**config.mk**
```make
export PLATFORM = sky130hd
export DESIGN_NAME = fetch_unit
export DESIGN_NICKNAME = d
export VERILOG_FILES = /design/src/rtl/fetch_unit_pkg.sv /design/src/rtl/fetch_skid_buffer.sv /design/src/rtl/fetch_unit.sv
export SDC_FILE = /design/constraint.sdc
export NUM_CORES = 1
export LEC_CHECK = 0
export BUFFER_PORTS_ARGS = -buffer_cell sky130_fd_sc_hd__clkbuf_2
export CORE_MARGIN = 5
export CORE_UTILIZATION = 53
export CTS_CLUSTER_SIZE = 28
export DETAILED_ROUTE_END_ITERATION = 7
export GPL_TIMING_DRIVEN = 0
export PLACE_DENSITY_LB_ADDON = 0.12
export SLEW_MARGIN = 20
export SYNTH_ARGS = -nofsm -noshare
export SYNTH_HDL_FRONTEND = slang
export SYNTH_SLANG_ARGS = --single-unit
export TNS_END_PERCENT = 50
```
**constraint.sdc**
```tcl
create_clock -name CLK -period 6.4 [get_ports CLK]
set_input_delay 0.64 -clock CLK [delete_from_list [all_inputs] [get_ports CLK]]
set_output_delay 0.64 -clock CLK [all_outputs]
set_load 0.01 [all_outputs]
```
**src/rtl/fetch_unit_pkg.sv**
```systemverilog
// Shared core package: fetch FSM encoding, fetch payload and reset constants.
package fetch_unit_pkg;

    localparam int unsigned XLEN = 32;

    // Default first-fetch address after reset.
    localparam logic [XLEN-1:0] RESET_PC_DEFAULT  = 32'h0000_0000;
    // Default bubble instruction: addi x0,x0,0.
    localparam logic [XLEN-1:0] NOP_INSTR_DEFAULT = 32'h0000_0013;

    // Clears the byte offset of a fetch address.
    localparam logic [XLEN-1:0] WORD_MASK = 32'hFFFF_FFFC;
    // Distance between sequential instructions.
    localparam logic [XLEN-1:0] PC_STEP   = XLEN'(4);

    // Fetch FSM states.
    typedef enum logic [1:0] {
        ST_FETCH = 2'd0,  // request in flight on the bus, waiting for ACK
        ST_WAIT  = 2'd1,  // request accepted, waiting for RVALID
        ST_DROP  = 2'd2,  // one stale response still owed by memory
        ST_BLOCK = 2'd3   // skid entry occupied, no new request
    } fetch_state_e;

    // One fetched instruction together with its address.
    typedef struct packed {
        logic [XLEN-1:0] pc;
        logic [XLEN-1:0] instr;
    } fetch_entry_t;

    // Word-align an address.
    function automatic logic [XLEN-1:0] word_align(input logic [XLEN-1:0] addr);
        return addr & WORD_MASK;
    endfunction

endpackage : fetch_unit_pkg

```
**src/rtl/fetch_skid_buffer.sv**
```systemverilog
// One-entry skid buffer holding a fetched {pc, instruction} while decode stalls.
module fetch_skid_buffer
    import fetch_unit_pkg::*;
(
    input  logic         clk,
    input  logic         rst,
    input  logic         clear,
    input  logic         push,
    input  fetch_entry_t push_entry,
    input  logic         pop,
    output logic         valid,
    output fetch_entry_t entry
);

    logic         valid_q;
    logic         valid_d;
    fetch_entry_t entry_q;
    fetch_entry_t entry_d;

    // Next-entry selection: clear beats push, push beats pop.
    always_comb begin
        valid_d = valid_q;
        entry_d = entry_q;
        if (clear) begin
            valid_d = 1'b0;
        end else if (push) begin
            valid_d = 1'b1;
            entry_d = push_entry;
        end else if (pop) begin
            valid_d = 1'b0;
        end
    end

    // Entry storage with synchronous reset.
    always_ff @(posedge clk) begin
        if (rst) begin
            valid_q <= 1'b0;
            entry_q <= '0;
        end else begin
            valid_q <= valid_d;
            entry_q <= entry_d;
        end
    end

    assign valid = valid_q;
    assign entry = entry_q;

endmodule : fetch_skid_buffer

```
**src/rtl/fetch_unit.sv**
```systemverilog
// Instruction fetch unit: one outstanding memory read, registered IF outputs,
// one-entry skid buffer for decode back-pressure, redirect with stale-response drop.
module fetch_unit
    import fetch_unit_pkg::*;
#(
    parameter logic [XLEN-1:0] RESET_PC  = RESET_PC_DEFAULT,
    parameter logic [XLEN-1:0] NOP_INSTR = NOP_INSTR_DEFAULT
) (
    input  logic            CLK,
    input  logic            RST,
    input  logic            STALL,
    input  logic            REDIRECT,
    input  logic [XLEN-1:0] REDIRECT_PC,
    output logic            IMEM_REQ,
    output logic [XLEN-1:0] IMEM_ADDR,
    input  logic            IMEM_ACK,
    input  logic            IMEM_RVALID,
    input  logic [XLEN-1:0] IMEM_RDATA,
    output logic [XLEN-1:0] IF_PC,
    output logic [XLEN-1:0] IF_PC_PLUS4,
    output logic [XLEN-1:0] IF_INSTRUCTION,
    output logic            IF_VALID
);

    fetch_state_e    state_q;
    fetch_state_e    state_d;
    logic [XLEN-1:0] pc_q;
    logic [XLEN-1:0] pc_d;

    logic            if_valid_q;
    logic            if_valid_d;
    logic [XLEN-1:0] if_pc_q;
    logic [XLEN-1:0] if_pc_d;
    logic [XLEN-1:0] if_pc_plus4_q;
    logic [XLEN-1:0] if_pc_plus4_d;
    logic [XLEN-1:0] if_instr_q;
    logic [XLEN-1:0] if_instr_d;

    logic            skid_valid;
    fetch_entry_t    skid_entry;
    logic            skid_clear;
    logic            skid_push;
    logic            skid_pop;

    logic            imem_req_c;
    logic            captured_c;
    logic            out_ready_c;
    fetch_entry_t    capture_entry_c;

    // Request is gated by reset so memory never sees a request during RST.
    assign imem_req_c = !RST && (state_q == ST_FETCH) && !skid_valid;
    assign IMEM_REQ   = imem_req_c;
    // pc_q is only ever loaded with word-aligned values.
    assign IMEM_ADDR  = pc_q;

    // A response is captured only when it belongs to the live request.
    assign captured_c            = (state_q == ST_WAIT) && IMEM_RVALID;
    // Output register may take new data when empty or when decode is consuming.
    assign out_ready_c           = !if_valid_q || !STALL;
    assign capture_entry_c.pc    = pc_q;
    assign capture_entry_c.instr = IMEM_RDATA;

    // Next-state, PC and IF output register computation; REDIRECT overrides all.
    always_comb begin
        state_d    = state_q;
        pc_d       = pc_q;
        if_valid_d = if_valid_q;
        if_pc_d    = if_pc_q;
        if_instr_d = if_instr_q;
        skid_clear = 1'b0;
        skid_push  = 1'b0;
        skid_pop   = 1'b0;

        if (REDIRECT) begin
            pc_d       = word_align(REDIRECT_PC);
            if_valid_d = 1'b0;
            if_instr_d = NOP_INSTR;
            skid_clear = 1'b1;
            case (state_q)
                // A response still owed by memory must be swallowed unless it is arriving now.
                ST_WAIT,
                ST_DROP:  state_d = IMEM_RVALID ? ST_FETCH : ST_DROP;
                // A request accepted this very cycle becomes a stale response.
                ST_FETCH: state_d = (imem_req_c && IMEM_ACK) ? ST_DROP : ST_FETCH;
                ST_BLOCK: state_d = ST_FETCH;
            endcase
        end else begin
            if (out_ready_c) begin
                if (skid_valid) begin
                    if_valid_d = 1'b1;
                    if_pc_d    = skid_entry.pc;
                    if_instr_d = skid_entry.instr;
                    skid_pop   = 1'b1;
                end else if (captured_c) begin
                    if_valid_d = 1'b1;
                    if_pc_d    = capture_entry_c.pc;
                    if_instr_d = capture_entry_c.instr;
                end else begin
                    if_valid_d = 1'b0;
                    if_instr_d = NOP_INSTR;
                end
            end else if (captured_c) begin
                skid_push = 1'b1;
            end

            case (state_q)
                ST_FETCH: begin
                    if (imem_req_c && IMEM_ACK) begin
                        state_d = ST_WAIT;
                    end
                end
                ST_WAIT: begin
                    if (IMEM_RVALID) begin
                        pc_d    = pc_q + PC_STEP;
                        state_d = out_ready_c ? ST_FETCH : ST_BLOCK;
                    end
                end
                ST_DROP: begin
                    if (IMEM_RVALID) begin
                        state_d = ST_FETCH;
                    end
                end
                ST_BLOCK: begin
                    if (out_ready_c) begin
                        state_d = ST_FETCH;
                    end
                end
            endcase
        end

        // Kept in lockstep with the PC so it is always IF_PC+4.
        if_pc_plus4_d = if_pc_d + PC_STEP;
    end

    // State, PC and IF output registers with synchronous active-high reset.
    always_ff @(posedge CLK) begin
        if (RST) begin
            state_q       <= ST_FETCH;
            pc_q          <= RESET_PC;
            if_valid_q    <= 1'b0;
            if_pc_q       <= RESET_PC;
            if_pc_plus4_q <= RESET_PC + PC_STEP;
            if_instr_q    <= NOP_INSTR;
        end else begin
            state_q       <= state_d;
            pc_q          <= pc_d;
            if_valid_q    <= if_valid_d;
            if_pc_q       <= if_pc_d;
            if_pc_plus4_q <= if_pc_plus4_d;
            if_instr_q    <= if_instr_d;
        end
    end

    fetch_skid_buffer u_skid (
        .clk        (CLK),
        .rst        (RST),
        .clear      (skid_clear),
        .push       (skid_push),
        .push_entry (capture_entry_c),
        .pop        (skid_pop),
        .valid      (skid_valid),
        .entry      (skid_entry)
    );

    assign IF_VALID       = if_valid_q;
    assign IF_PC          = if_pc_q;
    assign IF_PC_PLUS4    = if_pc_plus4_q;
    assign IF_INSTRUCTION = if_instr_q;

endmodule : fetch_unit

```
# After elaboration in Yosys (flattened, before gate mapping)
# Index checks and enable logic that the tools add are counted.
[classes]
n_bitwise = 1
n_reduce_logical = 20
n_mux = 29
add_sub_neg = 2
n_eq_ne = 7
[ops]
columns = ["cell", "count"]
rows = [
  ["32-bit two-way mux", 9],
  ["32-bit by 3-bit adder with 32-bit output, second input constant", 2],
  ["2-bit two-way mux", 8],
  ["1-bit two-way mux", 10],
  ["3-bit != test, second input constant", 3],
  ["2-bit one-hot mux with 4 select lines", 1],
  ["2-bit one-hot mux with 3 select lines", 1],
  ["2-bit AND reduction", 3],
  ["2-bit nonzero test", 3],
  ["2-bit OR reduction", 3],
  ["2-bit == test, second input constant", 2],
  ["1-bit logical AND", 4],
  ["1-bit logical NOT", 4],
  ["4-bit AND reduction", 1],
  ["3-bit by 2-bit != test with 1-bit output, second input constant", 1],
  ["2-bit by 1-bit == test with 1-bit output, second input constant", 1],
  ["2-bit logical NOT", 1],
  ["1-bit logical OR", 1],
  ["1-bit inverter", 1],
]
[word_totals]
register_bits = 196

# Depth between registers and ports, before layout
[logic_depth]
ltp_word = 7
depth_mapped = 17

# By module
# From an unflattened synthesis, not the netlist that was laid out.
[unflattened]
hier_cells = 1008
area_unflattened_um2 = 9387.8
[by_module_without_submodules]
columns = ["mod", "seq_area_each_um2", "cells_per_inst", "instances", "area_each_um2"]
rows = [
  ["fetch_unit", 2542.4, 712, 1, 6119.6],
  ["fetch_skid_buffer", 1301.2, 296, 1, 3268.1],
]

# Worst setup path before layout
# No wires, ideal clock.
[synth_path]
path_kind = "input to register"
from = "input port IMEM_RVALID"
to = "register if_pc_plus4_q[26] (netlist: IF_PC_PLUS4[26])"
arrival_ns = 3.477
setup_ns = 0.123
n_path_buf = 5
cell_stages = 15
setup_slack_ns = 2.800
cell_sequence = "buf_4 -> and2_1 -> buf_4 -> o21ai_2 -> buf_2 -> buf_1 -> nand2_1 -> nand2_1 -> ha_1 -> and3_1 -> o2111ai_1 -> or2_1 -> buf_2 -> a2111oi_2 -> mux2_1"
[synth_via]
elab_chain_len = 6
[synth_rtl]
columns = ["element", "line", "text"]
rows = [
  ["from (decl)", "fetch_unit.sv:17", "input logic IMEM_RVALID,"],
  ["1-bit logical AND", "fetch_unit.sv:57", "assign captured_c = (state_q == ST_WAIT) && IMEM_RVALID;"],
  ["32-bit two-way mux", "fetch_unit.sv:94", "end else if (captured_c) begin"],
  ["32-bit two-way mux", "fetch_unit.sv:89", "if (skid_valid) begin"],
  ["32-bit two-way mux", "fetch_unit.sv:88", "if (out_ready_c) begin"],
  ["32-bit two-way mux", "fetch_unit.sv:74", "if (REDIRECT) begin"],
  ["net if_pc_d[3]", "fetch_unit.sv:33", "logic [XLEN-1:0] if_pc_d;"],
  ["32-bit by 3-bit adder with 32-bit output", "fetch_unit.sv:132", "if_pc_plus4_d = if_pc_d + PC_STEP;"],
  ["to (signal assigned)", "fetch_unit.sv:142", "if_pc_plus4_q <= RESET_PC + PC_STEP;"],
  ["to (signal assigned)", "fetch_unit.sv:149", "if_pc_plus4_q <= if_pc_plus4_d;"],
  ["to (decl)", "fetch_unit.sv:34", "logic [XLEN-1:0] if_pc_plus4_q;"],
]
# The timed path passes the listed nets, and every way through them passes these cells.
# A chain may end at the register's enable or synchronous reset.

# Worst setup path after layout
[layout_path]
from = "register state_q[1]"
to = "register if_pc_plus4_q[26] (netlist: IF_PC_PLUS4[26])"
[layout_via]
elab_chain_len = 7
[layout_rtl]
columns = ["element", "line", "text"]
rows = [
  ["from (decl)", "fetch_unit.sv:25", "fetch_state_e state_q;"],
  ["from (signal assigned)", "fetch_unit.sv:145", "state_q <= state_d;"],
  ["2-bit by 1-bit == test with 1-bit output", "fetch_unit.sv:57", ""],
  ["1-bit logical AND", "fetch_unit.sv:57", ""],
  ["32-bit two-way mux", "fetch_unit.sv:94", ""],
  ["32-bit two-way mux", "fetch_unit.sv:89", ""],
  ["32-bit two-way mux", "fetch_unit.sv:88", ""],
  ["32-bit two-way mux", "fetch_unit.sv:74", ""],
  ["net if_pc_d[3]", "fetch_unit.sv:33", ""],
  ["32-bit by 3-bit adder with 32-bit output", "fetch_unit.sv:132", ""],
]
# The timed path passes the listed nets, and every way through them passes these cells.

==> results.cfg <==
[critical_path]
worst_setup_path_start_kind = flip-flop
timing.rr.start = state_q[1]
timing.setup.critical_path_class = flip-flop to flip-flop
critPathCaptureType = flip-flop
crit_path_top_delay_cell = sky130_fd_sc_hd__buf_1
critical_path_arrival_ns = 4.81
chain_of_cells_forming_the_critical_path = inv_1 -> ha_1 -> buf_4 -> and2_1 -> buf_4 -> o21ai_2 -> buf_2 -> buf_1 -> nand2_1 -> nand2_1 -> ha_1 -> and3_1 -> o2111ai_1 -> or2_1 -> buf_2 -> a2111oi_2 -> mux2_1
startpoint = state_q[1]
slowest_cell_delay_on_critical_path_ns = 0.41
cp.required_ns = 6.72
worst-path-max-fanout = 10

[timing]
grt_setup_unrepaired = false
finalHoldWorstSlack_ns = 0.432
clock.fmax_mhz = 223
timing.max_slew.rel_slack = 0.376
final_period_minus_worst_setup_slack_ns = 4.49
min_period_over_period = 0.701
fin_setup_tns_ns = 0
worst_slew_pin_slew_ns = 0.927
final_critical_path_setup_slack_ns = 1.91
finalClockSkew_ns = 0.0110
final_number_of_hold_violating_endpoints = 0
final-setup-viol-count = 0
finalMaxSlewViolations = 0

[routing]
drt-pass1-iter-count = 5
detailedRoute.firstIterationViolations = 709
ant_nets = 0
mean_routed_wirelength_per_cell_um = 17.7
drt-vias-per-instance = 5.69
post_route_wl_um = 25900
drc_errors = 0
dr_total_vias = 8326

[clock_tree]
max-clock-path-buffers = 2
ctsHoldBuffers = 0
cts_tree = built
cts_inserted_buffers = 17
numClockSinks = 188
post_cts.resized_instances = 0
clkLatencyLatePin_ns = 0.44
clk_pin_slew_worst_paths_ns = 0.07
cts_max_level = 4
cts_setup_buffers = 0
cts-root-buf = sky130_fd_sc_hd__clkbuf_16

[synth]
synth-main-ff-cell = sky130_fd_sc_hd__dfxtp_1
synth_warnings = 0
postSynthRegisterBits = 188
synth_edf_count = 0
ys_seq_area_frac = 0.446
post_synth_instance_area_um2 = 8430
postSynthCellCount = 1022
ys_types = 63
asyncSetResetFlopFracSynth = 0
synth.avg_cell_area_um2 = 8.25

[final_layout]
area.growth.synth_to_final_pct = 21.6
n_antenna_cell = 0
fraction_of_final_layout_cells_sized_beyond_drive_strength_1 = 0.214
final_net_count = 1311
fin_cells = 1464

[grt]
number_of_antenna_violations_at_the_first_check_in_global_routing = 0
grt_start_max_net_pins = 17
grt.total_usage = 0.278
remaining_overflow_grt = 0
grt_pass1_vias = 7742
global_route_wire_length_before_repair_um = 40500

[placement]
detailedPlace.worstSlack_ns = 2.02
post-dp-hpwl_um = 19200
port-buffer-count = 189
routabilityCongestion = 0.881
post-place-cells = 1432

[die]
initial_utilization = 0.535
floorplan.die.width_um = 136
chipHeight_um = 136
rows = 46
coreArea_um2 = 15800
dieArea_um2 = 18500
io_pins = 200

[pwr]
power_density_nw_per_um2 = 240
power.ir.vdd_worst_uv = 193
leakagePower_nw = 3.98
finalPower_mw = 2.46

[min_path]
worst_hold_startpoint = IMEM_RDATA[14]
class_of_the_worst_hold_path = input port to flip-flop

[run]
max_cap_violations = 0

[outcome]
outcome = finished clean
-- Yosys cell counts, types with 3 or more instances --
| cell type | count | area [um2] |
|---|---|---|
| sky130_fd_sc_hd__nor2_1 | 125 | 469 |
| sky130_fd_sc_hd__nand3b_1 | 11 | 82.6 |
| sky130_fd_sc_hd__dfxtp_1 | 188 | 3760 |
| sky130_fd_sc_hd__o22ai_1 | 11 | 68.8 |
| sky130_fd_sc_hd__and4_1 | 5 | 43.8 |
| sky130_fd_sc_hd__nor2b_1 | 24 | 150 |
| sky130_fd_sc_hd__nand3_1 | 16 | 80.1 |
| sky130_fd_sc_hd__o32ai_1 | 11 | 96.3 |
| sky130_fd_sc_hd__clkbuf_1 | 55 | 206 |
| sky130_fd_sc_hd__a21oi_2 | 4 | 35.0 |
| sky130_fd_sc_hd__nand4_1 | 13 | 81.3 |
| sky130_fd_sc_hd__and2_1 | 4 | 25.0 |
| sky130_fd_sc_hd__xor2_1 | 16 | 140 |
| sky130_fd_sc_hd__buf_4 | 12 | 90.1 |
| sky130_fd_sc_hd__buf_6 | 3 | 33.8 |
| sky130_fd_sc_hd__ha_1 | 6 | 75.1 |
| sky130_fd_sc_hd__buf_1 | 9 | 33.8 |
| sky130_fd_sc_hd__a21o_1 | 4 | 30.0 |
| sky130_fd_sc_hd__nor4_1 | 5 | 31.3 |
| sky130_fd_sc_hd__a221oi_1 | 30 | 263 |
| sky130_fd_sc_hd__nor3b_1 | 3 | 22.5 |
| sky130_fd_sc_hd__nand2b_1 | 3 | 18.8 |
| sky130_fd_sc_hd__or3_1 | 6 | 37.5 |
| sky130_fd_sc_hd__mux2_2 | 10 | 113 |
| sky130_fd_sc_hd__nand2_1 | 164 | 616 |
| sky130_fd_sc_hd__inv_1 | 6 | 22.5 |
| sky130_fd_sc_hd__o21ai_0 | 19 | 95.1 |
| sky130_fd_sc_hd__mux2i_1 | 26 | 260 |
| sky130_fd_sc_hd__and3_1 | 7 | 43.8 |
| sky130_fd_sc_hd__a21oi_1 | 112 | 561 |
| sky130_fd_sc_hd__xnor2_1 | 23 | 201 |
| sky130_fd_sc_hd__a32o_1 | 3 | 30.0 |
| sky130_fd_sc_hd__a211oi_1 | 4 | 30.0 |
| sky130_fd_sc_hd__buf_2 | 7 | 35.0 |
| sky130_fd_sc_hd__nor3_1 | 40 | 200 |
-- cells in the final DEF (no fill, tap or decap), types with 13 or more instances in the layout --
master | Yosys | layout
sky130_fd_sc_hd__nor2_1 | 125 | 125
sky130_fd_sc_hd__mux2i_1 | 26 | 26
sky130_fd_sc_hd__clkbuf_2 | 0 | 189
sky130_fd_sc_hd__xor2_1 | 16 | 16
sky130_fd_sc_hd__o21ai_0 | 19 | 19
sky130_fd_sc_hd__dfxtp_1 | 188 | 188
sky130_fd_sc_hd__nand4_1 | 13 | 13
sky130_fd_sc_hd__clkbuf_16 | 0 | 17
sky130_fd_sc_hd__nor2b_1 | 24 | 24
sky130_fd_sc_hd__nand3_1 | 16 | 16
sky130_fd_sc_hd__clkbuf_1 | 55 | 58
sky130_fd_sc_hd__nand2_1 | 164 | 164
sky130_fd_sc_hd__a221oi_1 | 30 | 30
sky130_fd_sc_hd__xnor2_1 | 23 | 23
sky130_fd_sc_hd__nor3_1 | 40 | 39
sky130_fd_sc_hd__a21oi_1 | 112 | 112
-- path summary, 6_finish.rpt --
path	to	cells past startpoint	slack [ns]
worst min register to register	u_skid.entry[0]	2	0.46
worst min-delay path	u_skid.entry[14]	3	0.43
worst max register to register	IF_PC_PLUS4[26]	17	1.91
worst max-delay path	IF_PC_PLUS4[26]	17	1.91
-- power breakdown --
part           switching (mW)  leakage [nW]  internal, mW  total [mW]
sequential             0.0243          1.52          1.19        1.21
combinational           0.112          2.17        0.0739       0.186
clock                   0.470         0.284         0.592        1.06
total                   0.607          3.98          1.85        2.46
-- critical path: cells and delay by family, from the launching register on --
family	cells	cell delay [ns]
adders and majority gates	2	0.39
and+or+nand+nor	5	0.90
AOI/OAI and AO/OA	3	1.00
DFF	1	0.37
muxes	1	0.37
buffers and inverters	6	1.33
-- layout make-up --
class / count / area [um2]
sequential: 188 / 3760
clock inverter: 11 / 133
clock buffer: 21 / 450
multi-input combinational: 746 / 4270
tap: 216 / 270
timing repair buffer: 189 / 946
fill: 1457 / 5520
buffer: 86 / 399
inverter: 7 / 26.3
-- stage by stage --
step / area [um2] / util
3_3_place_gp: 9670 / 0.613
2_1_floorplan: 8450 / -
5_1_grt: 10300 / 0.650
6_report: 10300 / 0.650
4_1_cts: 10300 / 0.650
3_5_place_dp: 9670 / 0.613
-- state kept, by name (all words and copies together), names as in the netlist --
register        count
IF_INSTRUCTION     32
IF_PC              30
IF_PC_PLUS4        30
IF_VALID            1
IMEM_ADDR          30
state_q             2
u_skid.entry       62
u_skid.valid        1
-- per-layer routing --
layer / vias up / wire length, um / GRT usage
li1: 3993 / - / -
met1: 3955 / 11200 / 0.374
met2: 331 / 12200 / 0.445
met3: 47 / 1900 / 0.0537
met4: 0 / 709 / 0.105
met5: - / 0 / 0
-- cell families after synthesis --
group / Yosys count / synth area share
compound gates: 218 / 0.167
xor+xnor: 39 / 0.0405
fa+ha+maj: 6 / 0.00890
buf+inv: 93 / 0.0505
flops: 188 / 0.446
mux: 38 / 0.0469
other cells: 1 / 0.000445
simple gates: 439 / 0.240
Note: power is estimated with default switching activity, not from simulation.
